### src/rtl/uart_pkg.sv
// Shared UART definitions: receiver state encoding and the 16x oversample
// constant used by both the receiver and the transmitter.
package uart_pkg;

  localparam int unsigned OVERSAMPLE = 16;

  typedef enum logic [2:0] {
    RX_IDLE,
    RX_START,
    RX_DATA,
    RX_STOP,
    RX_WAIT_HI
  } rx_state_e;

  // Tick counter must reach SB_TICK-1 in the stop state and OVERSAMPLE-1 in data.
  function automatic int unsigned scnt_width(input int unsigned sb_tick);
    return (sb_tick > OVERSAMPLE) ? $clog2(sb_tick) : $clog2(OVERSAMPLE);
  endfunction

endpackage

### src/rtl/sync_2ff.sv
// Two-flop synchronizer for a single asynchronous input, with a
// selectable reset level.
module sync_2ff #(
  parameter logic RESET_VAL = 1'b1
) (
  input  logic clk,
  input  logic reset,
  input  logic d_i,
  output logic q_o
);

  logic meta_q;
  logic sync_q;

  always_ff @(posedge clk) begin
    if (reset) begin
      meta_q <= RESET_VAL;
      sync_q <= RESET_VAL;
    end else begin
      meta_q <= d_i;
      sync_q <= meta_q;
    end
  end

  assign q_o = sync_q;

endmodule

### src/rtl/uart_rx.sv
// UART receiver, 16x oversampled: mid-bit sampling, LSB first, registered
// done / framing-error pulses and a break-tolerant wait-for-idle state.
module uart_rx
  import uart_pkg::*;
#(
  parameter int unsigned DBIT    = 8,
  parameter int unsigned SB_TICK = 16
) (
  input  logic       clk,
  input  logic       reset,
  input  logic       s_tick,
  input  logic       rx,
  output logic [7:0] dout,
  output logic       rx_done_tick,
  output logic       frame_err
);

  localparam int unsigned     SCW       = scnt_width(SB_TICK);
  localparam logic [SCW-1:0]  MID_START = SCW'(OVERSAMPLE / 2 - 1);
  localparam logic [SCW-1:0]  BIT_LAST  = SCW'(OVERSAMPLE - 1);
  localparam logic [SCW-1:0]  STOP_LAST = SCW'(SB_TICK - 1);
  localparam logic [2:0]      N_LAST    = 3'(DBIT - 1);

  rx_state_e      state_q, state_d;
  logic [SCW-1:0] s_cnt_q, s_cnt_d;
  logic [2:0]     n_cnt_q, n_cnt_d;
  logic [7:0]     b_q, b_d;
  logic [7:0]     dout_q, dout_d;
  logic           done_q, done_d;
  logic           ferr_q, ferr_d;
  logic           rx_s;

  sync_2ff #(.RESET_VAL(1'b1)) u_sync (
    .clk   (clk),
    .reset (reset),
    .d_i   (rx),
    .q_o   (rx_s)
  );

  always_ff @(posedge clk) begin
    if (reset) begin
      state_q <= RX_IDLE;
      s_cnt_q <= '0;
      n_cnt_q <= '0;
      b_q     <= '0;
      dout_q  <= '0;
      done_q  <= 1'b0;
      ferr_q  <= 1'b0;
    end else begin
      state_q <= state_d;
      s_cnt_q <= s_cnt_d;
      n_cnt_q <= n_cnt_d;
      b_q     <= b_d;
      dout_q  <= dout_d;
      done_q  <= done_d;
      ferr_q  <= ferr_d;
    end
  end

  always_comb begin
    state_d = state_q;
    s_cnt_d = s_cnt_q;
    n_cnt_d = n_cnt_q;
    b_d     = b_q;
    dout_d  = dout_q;
    done_d  = 1'b0;
    ferr_d  = 1'b0;
    unique case (state_q)
      RX_IDLE: begin
        if (!rx_s) begin
          state_d = RX_START;
          s_cnt_d = '0;
        end
      end
      RX_START: begin
        if (s_tick) begin
          if (s_cnt_q == MID_START) begin
            if (!rx_s) begin
              state_d = RX_DATA;
              s_cnt_d = '0;
              n_cnt_d = '0;
            end else begin
              state_d = RX_IDLE;
            end
          end else begin
            s_cnt_d = s_cnt_q + SCW'(1);
          end
        end
      end
      RX_DATA: begin
        if (s_tick) begin
          if (s_cnt_q == BIT_LAST) begin
            b_d     = {rx_s, b_q[7:1]};
            s_cnt_d = '0;
            if (n_cnt_q == N_LAST) state_d = RX_STOP;
            else                   n_cnt_d = n_cnt_q + 3'd1;
          end else begin
            s_cnt_d = s_cnt_q + SCW'(1);
          end
        end
      end
      RX_STOP: begin
        if (s_tick) begin
          if (s_cnt_q == STOP_LAST) begin
            // Data arrives MSB-aligned after DBIT right shifts; realign to bit 0.
            if (rx_s) begin
              dout_d  = b_q >> (8 - DBIT);
              done_d  = 1'b1;
              state_d = RX_IDLE;
            end else begin
              ferr_d  = 1'b1;
              state_d = RX_WAIT_HI;
            end
          end else begin
            s_cnt_d = s_cnt_q + SCW'(1);
          end
        end
      end
      RX_WAIT_HI: begin
        if (rx_s) state_d = RX_IDLE;
      end
      default: state_d = RX_IDLE;
    endcase
  end

  assign dout         = dout_q;
  assign rx_done_tick = done_q;
  assign frame_err    = ferr_q;

endmodule

### config.mk
export PLATFORM = sky130hd
export DESIGN_NAME = uart_rx
export DESIGN_NICKNAME = d
export VERILOG_FILES = /design/src/rtl/uart_pkg.sv /design/src/rtl/sync_2ff.sv /design/src/rtl/uart_rx.sv
export SDC_FILE = /design/constraint.sdc
export NUM_CORES = 1
export LEC_CHECK = 0
export CAP_MARGIN = 20
export CORE_ASPECT_RATIO = 1.25
export CORE_MARGIN = 1
export CORE_UTILIZATION = 30
export CTS_BUF_LIST = sky130_fd_sc_hd__clkbuf_4
export CTS_CLUSTER_DIAMETER = 200
export DETAILED_ROUTE_END_ITERATION = 7
export PLACE_DENSITY = 0.47
export SLEW_MARGIN = 20
export SYNTH_ARGS = -nofsm -noshare
export SYNTH_HDL_FRONTEND = slang
export SYNTH_HIERARCHICAL = 1
export SYNTH_SLANG_ARGS = --single-unit
### constraint.sdc
create_clock -name clk -period 2.1 [get_ports clk]
set_input_delay 0.315 -clock clk [delete_from_list [all_inputs] [get_ports clk]]
set_output_delay 0.315 -clock clk [all_outputs]
set_load 0.01 [all_outputs]
## After elaboration in Yosys (flattened, before gate mapping)

Cells that the tools add are included.

- Register bits after elaboration: 30
- Bits of input ports: 4
- Output and inout port bits: 10
- Word-level logic and storage cells: 71

- Add/sub/neg operators: 2
- Eq/ne operators: 19
- Multiplexer cells: 29
- Bitwise logic cells: 3
- Reductions and logical operators: 9

Operators by type and width:

| kind | count |
|---|---|
| 3-bit two-way mux | 16 |
| 4-bit two-way mux | 7 |
| 2-bit != test, second input constant | 11 |
| 4-bit case mux with 4 select lines | 1 |
| 3-bit case mux with 5 select lines | 1 |
| 9-bit AND reduction | 1 |
| 7-bit AND reduction | 1 |
| 3-bit by 2-bit equality test with 1-bit output, second input constant | 2 |
| 3-bit equality test, second input constant | 2 |
| 3-bit case mux with 2 select lines | 1 |
| 5-bit AND reduction | 1 |
| 4-bit by 1-bit adder with 4-bit output, second input constant | 1 |
| 4-bit by 3-bit equality test with 1-bit output, second input constant | 1 |
| 4-bit equality test, second input constant | 1 |
| 4-bit AND reduction | 1 |
| 4-bit nonzero test | 1 |
| 4-bit OR reduction | 1 |
| 3-bit by 1-bit adder with 3-bit output, second input constant | 1 |
| 3-bit by 1-bit equality test with 1-bit output, second input constant | 1 |
| 3-bit zero test | 1 |
| 1-bit inverter | 3 |
| 3-bit AND reduction | 1 |
| 1-bit two-way mux | 2 |
| 2-bit two-way mux | 1 |
| other kinds (2) | 2 |

## Longest topological paths before layout

- Depth in word-level cells: 5
- Depth in mapped cells: 7
- Gate-level depth less buffers: 6

## By module

The synthesis kept the hierarchy.

Modules (own cells, without submodules):

| module | instances | cells an instance | area each (um^2) |
|---|---|---|---|
| uart_rx | 1 | 137 | 1307.5 |
| sync_2ff | 1 | 4 | 52.6 |

## Least setup slack after synthesis

Ideal clock, no wire load.

- Path type: reg-to-reg
- From: register s_cnt_q[0]
- To: register dout_q[0] (netlist: dout[0])
- Arrival: 1.336 ns
- Data required time: 1.972 ns
- Path slack: 0.637 ns
- Cell stages (with the launch flop): 8
- Buffers on the path: 2
- Clock period less this slack: 1.463 ns
- Cells stage by stage: dfxtp_1 > ha_1 > and4b_1 > buf_2 > nand3_1 > buf_4 > mux2i_1 > nor2_1

- Longest elaborated chain between the ends: 2

RTL lines:

| item | line | text |
|---|---|---|
| start, declared | uart_rx.sv:25 | `logic [SCW-1:0] s_cnt_q, s_cnt_d;` |
| start signal, assigned | uart_rx.sv:51 | `s_cnt_q <= s_cnt_d;` |
| 4-bit equality test | uart_rx.sv:104 | `if (s_cnt_q == STOP_LAST) begin` |
| 4-bit AND reduction (no line) | - |  |
| end signal, assigned | uart_rx.sv:54 | `dout_q <= dout_d;` |
| end, declared | uart_rx.sv:28 | `logic [7:0] dout_q, dout_d;` |

No other way between the ends.
A chain may end at the register's enable or synchronous reset.

## Worst setup path in the final report

Same ends and word-level chain as after synthesis.

==> out/qor.txt <==
top post-synthesis cells by area - dfxtp_1, mux2i_1, nor2_1
CTS Sinks - 30
Worst VDD drop - 0.000353 V
Layout Skew - 0.0106 ns
sequential fraction of the synthesis area - 0.442
initial core utilization - 0.310
Syn Area/Cell - 9.65 um2
crit path DAT - 1.85 ns
final setup margin - 0.459 ns
part of the power in registers - 0.634
unrepaired setup endpoints after global routing - false
post-route ant nets - 0
crit path kind - reg -> reg
Fmax - 0.609 GHz
Clock Path Buffers - 2
P_leak - 0.652 nW
CORE AREA - 0.00439 mm2
Non-Filler Instances - 211
DRT Pass-1 Iters - 4
Clock Power Share - 0.325
Antenna diodes - 0
Worst Path Buf+Inv - 1
leading area contributor after synthesis - dfxtp_1
synth-to-layout area growth - 15.5%
R2R depth - 6
share of the synthesized area in the top cell type - 0.442
crit-path cells - ha_1 -> and4b_1 -> nand3_1 -> buf_4 -> mux2i_1 -> nor2_1
Die W - 62.2 um
vias in the first global route - 1087
port buffer count - 13
Gate power share - 0.042
post-synthesis net count - 148
Fillers - 474
Net Sw Power - 0.209 mW
CTS tree - built
Final Wtd Congestion - 0.684
Cells after Synth - 141
final hold viol count - 0
CTS Buf Count - 5
Vias/cell - 4.91
switching part of the total - 0.229
die area - 0.00481 mm2
vias - 1036
largest net degree at the start of global routing - 20
status - finished clean
EDFF count, synth - 0
global route total overflow - 0
Slew @ Worst Pin - 0.465 ns
fin crit period - 1.64 ns
crit path max fanout - 9
ys async rst share - 0
synthesized cell area - 0.00136 mm2
share of cells above drive strength 1 - 0.111
total wire length - 2670 um
slowest cell delay on critical path - 0.37 ns
Max-Cap Viols - 0
# IOs - 14
CTS root buf - clkbuf_4
TNS Setup - 0 ns
initial antenna violation count - 0
Max-slew headroom - 0.690
Post-route DRC - 0
Nets - 161
Unique masters post-synth - 41
Clk pin slew, worst setup/hold paths - 0.08 ns
WP depth - 6
Die Y - 77.3 um
CTS H-tree depth - 2
post-CTS resize count - 0
WP data required - 2.31 ns
max-slew violations - 0
Place WS - 0.267 ns
# hold bufs at CTS - 0
count leader, synth - dfxtp_1
CP max-delay cell - dfxtp_1
Power Density - 581 mW/mm2
GRT Total Usage - 0.129
first-pass GRT wire length - 4850 um
Cells after DPL - 205
post-detail-place hpwl - 1860 um
cell depth of the worst hold path - 1
Commonest cells post-synth - dfxtp_1, nor2_1, mux2i_1
internal power - 0.703 mW
Pwr Total - 0.912 mW
CP Launch Type - register
setup repair bufs after CTS - 0
post-DR wirelength/cell - 12.6 um
DRT iter0 DRCs - 44
dominant synthesized flop cell - dfxtp_1
period utilisation layout - 0.781
Clk Latency, worst-skew pair - 0.32 ns
Synth warnings - 6
register bit count reported by yosys - 30
Worst Hold Class - reg -> reg
Std-Cell Rows - 27
critical path capture point type - register
cell family with most CP delay - simple AND/OR/NAND/NOR gates
endpoints failing setup - 0
layout make-up:
cell class                 instances  area [um2]  area share
sequential                        30         601       0.382
multi-input combinational         97         681       0.433
clock buffer                       5        37.5      0.0239
inverter                           2        7.51     0.00478
timing repair buffer              18         168       0.107
clock inverter                     1        3.75     0.00239
tap                               58        72.6      0.0462
worst paths after layout:
check,from,slack (ns),end
min,u_sync/meta_q,0.41,u_sync/q_o
max,s_cnt_q[0],0.46,dout[0]
min reg2reg,u_sync/meta_q,0.41,u_sync/q_o
max reg2reg,s_cnt_q[0],0.46,dout[0]
through the flow:
step | util | hold WS, ns | area (um2)
after floorplan | - | 0.383 | 1360
after CTS | 0.358 | 0.415 | 1570
after global placement | 0.348 | 0.391 | 1530
after detailed placement | 0.348 | 0.395 | 1530
after global routing | 0.358 | 0.428 | 1570
final | 0.358 | 0.412 | 1570
sequential cells by signal, summed over array words and instances (netlist names):
| signal | flops |
|---|---|
| n_cnt_q | 3 |
| s_cnt_q | 4 |
| state_q | 3 |
| u_sync/meta_q | 1 |
| b_q | 8 |
| frame_err | 1 |
| rx_done_tick | 1 |
| dout | 8 |
| u_sync/q_o | 1 |
metal layers:
metal  GRT usage  vias up  share of wire
li1            -      522              -
met1       0.146      485           0.46
met2       0.216       22           0.48
met3      0.0432        7          0.043
met4      0.0558        0          0.021
met5           0        -              0
power groups by stage:
| stage | Combinational (mW) | Clock (mW) | Sequential [mW] |
|---|---|---|---|
| 2_1_floorplan | 0.0289 | 0 | 0.587 |
| 3_3_place_gp | 0.0376 | 0 | 0.591 |
| 3_5_place_dp | 0.0377 | 0 | 0.591 |
| 4_1_cts | 0.0379 | 0.310 | 0.578 |
| 5_1_grt | 0.0426 | 0.342 | 0.579 |
| 6_report | 0.0380 | 0.296 | 0.578 |
cells in the final DEF, fill, tap and decap left out, types with 2 or more instances in the layout:
cell and instances:
dfxtp_1 30, nor2_1 22, mux2i_1 17, clkdlybuf4s50_1 13
nand2_1 6, clkbuf_4 5, buf_4 5, and3_1 4
nand3_1 4, a21oi_1 4, nor3_1 4, ha_1 3
inv_1 2, nand3b_1 2, xor2_1 2, a21o_1 2
o2111ai_1 2, nand2b_1 2, or2_1 2
cell families (layout without fill, tap and decap cells):
| group | after synthesis | after routing | synth area share |
|---|---|---|---|
| XOR/XNOR | 2 | 2 | 0.0129 |
| multiplexers | 18 | 18 | 0.133 |
| AND/OR/NAND/NOR | 53 | 53 | 0.205 |
| adder cells (fa/ha/maj) | 3 | 3 | 0.0276 |
| flip-flops | 30 | 30 | 0.442 |
| buffers and inverters | 14 | 26 | 0.0580 |
| AO/OA/AOI/OAI | 21 | 21 | 0.121 |
worst register-to-register path: stages, from the launching register on:
cell and delay, ns:
dfxtp_1 0.37, ha_1 0.29, and4b_1 0.35, nand3_1 0.10, buf_4 0.21, mux2i_1 0.16
nor2_1 0.05
(Power assumes the default switching activity.)
